<file path="src/rtl/bus_arb_ctrl.sv">
// bus_arb_ctrl: shares one external word bus between an instruction-fetch
// port and a load/store port. Load/store has fixed priority over fetch.
// Each access runs IDLE -> ACC -> DONE. A wait-state counter ends an
// access that never sees bus_rdy_, returns zero data and pulses bus_err.

module bus_arb_ctrl #(
    parameter int ADDR_W = 30,
    parameter int DATA_W = 32,
    parameter int TMO_W  = 4
) (
    input  logic              clk,
    input  logic              reset_,
    // fetch port
    input  logic              if_req_,
    input  logic [ADDR_W-1:0] if_addr,
    output logic [DATA_W-1:0] if_rd_data,
    output logic              if_busy,
    // load/store port
    input  logic              mem_as_,
    input  logic              mem_rw,
    input  logic [ADDR_W-1:0] mem_addr,
    input  logic [DATA_W-1:0] mem_wr_data,
    output logic [DATA_W-1:0] mem_rd_data,
    output logic              mem_busy,
    // external bus
    output logic              bus_as_,
    output logic              bus_rw,
    output logic [ADDR_W-1:0] bus_addr,
    output logic [DATA_W-1:0] bus_wr_data,
    input  logic [DATA_W-1:0] bus_rd_data,
    input  logic              bus_rdy_,
    output logic              bus_err
);

    typedef enum logic [1:0] {
        IDLE = 2'd0,
        ACC  = 2'd1,
        DONE = 2'd2
    } state_t;

    typedef enum logic [1:0] {
        OWN_NONE = 2'd0,
        OWN_IF   = 2'd1,
        OWN_MEM  = 2'd2
    } owner_t;

    // Counter value one below the all-ones limit: one more wait cycle here
    // means the limit is reached and the access is abandoned.
    localparam logic [TMO_W-1:0] TMO_LAST = {{(TMO_W-1){1'b1}}, 1'b0};

    state_t           state;
    owner_t           owner;
    logic [TMO_W-1:0] tmo_cnt;

    // Arbitration FSM together with the registered bus and read-data outputs.
    always_ff @(posedge clk or negedge reset_) begin
        if (!reset_) begin
            state       <= IDLE;
            owner       <= OWN_NONE;
            tmo_cnt     <= '0;
            bus_as_     <= 1'b1;
            bus_rw      <= 1'b1;
            bus_addr    <= '0;
            bus_wr_data <= '0;
            bus_err     <= 1'b0;
            if_rd_data  <= '0;
            mem_rd_data <= '0;
        end else begin
            bus_err <= 1'b0;
            case (state)
                IDLE: begin
                    if (!mem_as_) begin
                        bus_as_     <= 1'b0;
                        bus_rw      <= mem_rw;
                        bus_addr    <= mem_addr;
                        bus_wr_data <= mem_wr_data;
                        owner       <= OWN_MEM;
                        tmo_cnt     <= '0;
                        state       <= ACC;
                    end else if (!if_req_) begin
                        bus_as_  <= 1'b0;
                        bus_rw   <= 1'b1;
                        bus_addr <= if_addr;
                        owner    <= OWN_IF;
                        tmo_cnt  <= '0;
                        state    <= ACC;
                    end
                end

                ACC: begin
                    if (!bus_rdy_) begin
                        bus_as_ <= 1'b1;
                        state   <= DONE;
                        if (owner == OWN_MEM) begin
                            mem_rd_data <= bus_rw ? bus_rd_data : '0;
                        end else if (owner == OWN_IF) begin
                            if_rd_data <= bus_rw ? bus_rd_data : '0;
                        end
                    end else begin
                        tmo_cnt <= tmo_cnt + TMO_W'(1);
                        if (tmo_cnt == TMO_LAST) begin
                            bus_as_ <= 1'b1;
                            bus_err <= 1'b1;
                            state   <= DONE;
                            if (owner == OWN_MEM) begin
                                mem_rd_data <= '0;
                            end else if (owner == OWN_IF) begin
                                if_rd_data <= '0;
                            end
                        end
                    end
                end

                DONE: begin
                    owner <= OWN_NONE;
                    state <= IDLE;
                end

                default: begin
                    owner   <= OWN_NONE;
                    bus_as_ <= 1'b1;
                    state   <= IDLE;
                end
            endcase
        end
    end

    // A requester stalls until the DONE cycle of its own access.
    always_comb begin
        mem_busy = !mem_as_ && !((state == DONE) && (owner == OWN_MEM));
        if_busy  = !if_req_ && !((state == DONE) && (owner == OWN_IF));
    end

endmodule

</file>
<file path="config.mk">
export PLATFORM = sky130hd
export DESIGN_NAME = bus_arb_ctrl
export DESIGN_NICKNAME = d
export VERILOG_FILES = /design/src/rtl/bus_arb_ctrl.sv
export SDC_FILE = /design/constraint.sdc
export NUM_CORES = 1
export LEC_CHECK = 0
export ABC_AREA = 1
export CAP_MARGIN = 20
export CORE_ASPECT_RATIO = 0.75
export CORE_UTILIZATION = 35
export DETAILED_ROUTE_END_ITERATION = 7
export PLACE_DENSITY = 0.75
export SLEW_MARGIN = 15
export SYNTH_ARGS = -nofsm -noshare
export SYNTH_HDL_FRONTEND = slang
export SYNTH_SLANG_ARGS = --single-unit
</file>
<file path="constraint.sdc">
create_clock -name clk -period 1.6 [get_ports clk]
set_input_delay 0.32 -clock clk [delete_from_list [all_inputs] [get_ports clk]]
set_output_delay 0.32 -clock clk [all_outputs]
set_load 0.1 [all_outputs]
</file>
==> results.cfg <==
[worst_setup_path]
slowest_delay_ns = 0.41
critical_path_peak_fanout = 2
regToRegSetupSlack_ns = 0.11
crit_path_start_kind = flop
cp-end-kind = output pin
cp_num_cells = 4
worst_reg2reg_endpoint = mem_rd_data[11]
cp.arrival_ns = 1.35
critical_path.reg2reg.startpoint = tmo_cnt[0]
path_cells = inv_2 > nor2_4 > a21oi_4 > buf_12
worst_path_max_delay_cell = dfrtp_1
path_delay_family = flip-flops
setup.worst_path.class = flop to output pin
timing.reg2reg.worst_path_depth = 8
worstPathBufferInverterCount = 2
cp_data_required_time_ns = 1.28

[clock_network]
clk_path_buf_depth = 2
clock_tree_from_tritoncts = done
clkTransAtPathRegs_ns = 0.06
cts.sinks = 137
worst_skew_pair.late_latency_ns = 0.41
clock_buffer_count_from_cts = 17
clockRootBuffer = clkbuf_16
cts.htree.levels = 4

[synth]
dominantRegCellSynth = dfrtp_1
yosysUniqueCellTypes = 23
synthesis.nets = 851
count_of_state_elements_after_synthesis = 137
synthesis.area_per_instance_um2 = 8.372
async_flop_share_pct = 100.0
post_synth_inst_count = 719
synth_seq_area_share_pct = 56.99
warning_count_from_the_yosys_run = 0
count_of_flip_flops_with_a_built_in_enable_after_synthesis = 0
mappedNetlistArea_mm2 = 0.006020

[floorplan]
die_area_mm2 = 0.01773
std_cell_rows = 41
height_of_the_die_um = 115.6
die_width_um = 153.4
placeableCoreArea_mm2 = 0.01683
start_util_pct = 35.77
design.portCount = 261

[grt]
grt_pass1_wl_um = 31090
grt_overflow_total = 0
antenna_found_initial = 0
number_of_global_route_vias_before_repair = 5992
globalRouteTotalUtil_pct = 22.59
largest_net_degree_at_the_start_of_global_routing = 45

[finish]
area_growth_syn_to_layout_pct = 84.31
layout.cells.non_filler = 1213
num_antenna_cells = 0
nNetsFinal = 1117
nFillCells = 1305
final_layout_size_suffix_gt1_share_pct = 22.04

[detailed_routing]
vias_per_cell = 4.970
drt-total-wl_um = 19710
drt_pre_antenna_iters = 7
via_count = 6029
drt_iter0_markers = 303
remaining_drc_errors = 0
wire_per_inst_um = 16.25
drt.antenna.violating_nets = 0

[sta]
worst-slew-pin-transition_ns = 0.4096
finalCriticalPeriod_ns = 1.666
finalSetupViolations = 2
drv_slew = 0
report.final.hold_viol_count = 0
final_critical_path_setup_slack_ns = -0.06591
rsz0062_at_grt = true
timing.clock.skew_ns = 0.009019
fmaxAchievable_mhz = 600.3
min_period_over_period_pct = 104.1
worst_slew_margin_rel_pct = 72.69

[worst_hold_path]
worstHoldPathType = primary input to asynchronous set/reset pin

[place]
gp_congestion = 0.8397
detailed_place_hpwl_um = 13790
port_buffers = 260
dpl.cell_count = 1171

[status]
status = complete, but fails checks
failed_checks = negative setup slack

[job]
drv_cap = 0
-- cells by family (layout without fill, tap and decap cells) --
group,Yosys count,count (layout),share of synthesized area [%]
buffers and inverters,61,340,4.926
flip-flops,137,137,56.99
XOR/XNOR,1,1,0.1455
AND/OR/NAND/NOR,479,479,32.95
adder cells (fa/ha/maj),2,2,0.4156
AO/OA/AOI/OAI,39,39,4.573
-- cell type report --
type                    instances  area, µm²  share of cell area (%)
flip-flops and latches        137       3437                   30.98
clock buffers                  25      485.5                   4.376
well taps                     215      269.0                   2.425
multi-input cells             521       2365                   21.31
clock inverters                 7      115.1                   1.038
inverters                       7      26.28                  0.2368
repair buffers                301       4397                   39.63
-- synthesized netlist by cell type, types with 2 or more instances --
library cell | count | area [µm²]
ha_1 | 2 | 25.02
a21oi_1 | 3 | 15.01
inv_1 | 4 | 15.01
inv_2 | 3 | 11.26
buf_1 | 3 | 11.26
dfstp_2 | 2 | 52.55
o21ai_0 | 4 | 20.02
nand4_1 | 64 | 400.4
dfrtp_1 | 135 | 3378
buf_2 | 27 | 135.1
buf_4 | 6 | 45.04
nor2_1 | 99 | 371.6
clkbuf_1 | 16 | 60.06
o31ai_1 | 30 | 225.2
nand3_1 | 10 | 50.05
nor2_2 | 2 | 12.51
nand2_1 | 303 | 1137
-- worst max path at each step --
stage                   from       endpoint  slack, ns
floorplan           owner[0]        if_busy      -0.04
global placement    bus_rdy_  if_rd_data[1]       -0.1
detailed placement   mem_as_   bus_addr[26]      -0.13
CTS                 owner[1]       mem_busy      -0.12
global route        state[1]       mem_busy      -0.11
finish              state[1]       mem_busy      -0.07
-- worst register-to-register path, cell delays in order, from the launching register on --
cell and delay (ns):
dfrtp_1 0.41, inv_1 0.07, ha_1 0.16, nand3_2 0.14
nand2_4 0.15, nand3_4 0.12, clkbuf_16 0.21, nand2_1 0.07
nand2_1 0.05
-- registers in the layout, summed over array words and instances (netlist names) --
signal       count
bus_wr_data     32
if_rd_data      32
mem_rd_data     32
bus_addr        30
tmo_cnt          4
owner            2
state            2
bus_as_          1
bus_err          1
bus_rw           1
-- metal layers --
metal	track usage [%]	vias to the layer above	wire (µm)
li1	-	2880	-
met1	27.26	2862	8166
met2	37.81	271	9435
met3	8.639	16	1931
met4	6.867	0	173
met5	0	-	0
-- stage by stage --
stage	setup TNS [ns]	area [µm²]	worst slack, ns	hold slack, ns	util, %
final	-0.1230	11090	-0.06591	0.4065	65.94
after global routing	-0.2047	11090	-0.1116	0.4268	65.94
after CTS	-0.2122	11010	-0.1158	0.4059	65.44
after detailed placement	-11.91	10330	-0.1298	0.2662	61.42
after global placement	-8.720	10330	-0.09895	0.2635	61.42
after floorplan	-0.03773	6047	-0.03773	0.02441	-
-- layout by cell type (no fill, tap or decap), drive strengths merged --
cell	netlist	layout
nand2	303	303
buf	37	171
dfrtp	135	135
clkdlybuf4s50	0	128
nor2	102	102
nand4	64	64
o31ai	30	30
clkbuf	17	26
nand3	10	10
inv	7	7
o21ai	4	4
bufinv	0	3
a21oi	3	3
ha	2	2
clkinvlp	0	2
clkinv	0	2
dfstp	2	2
xor2	1	1
a21boi	1	1
a21o	1	1
dlygate4sd3	0	1
-- repair_timing --
item,4_1_cts,5_1_grt
buffers inserted,5,4
pin swaps,2,5
hold buffers,1,0
resized for setup,9,7
gates cloned,0,1
setup endpoints to repair,16,54
hold endpoints to repair,35,0
Power is not shown: default switching activity piles up to over one toggle a cycle in this logic, so the estimate is an artifact.
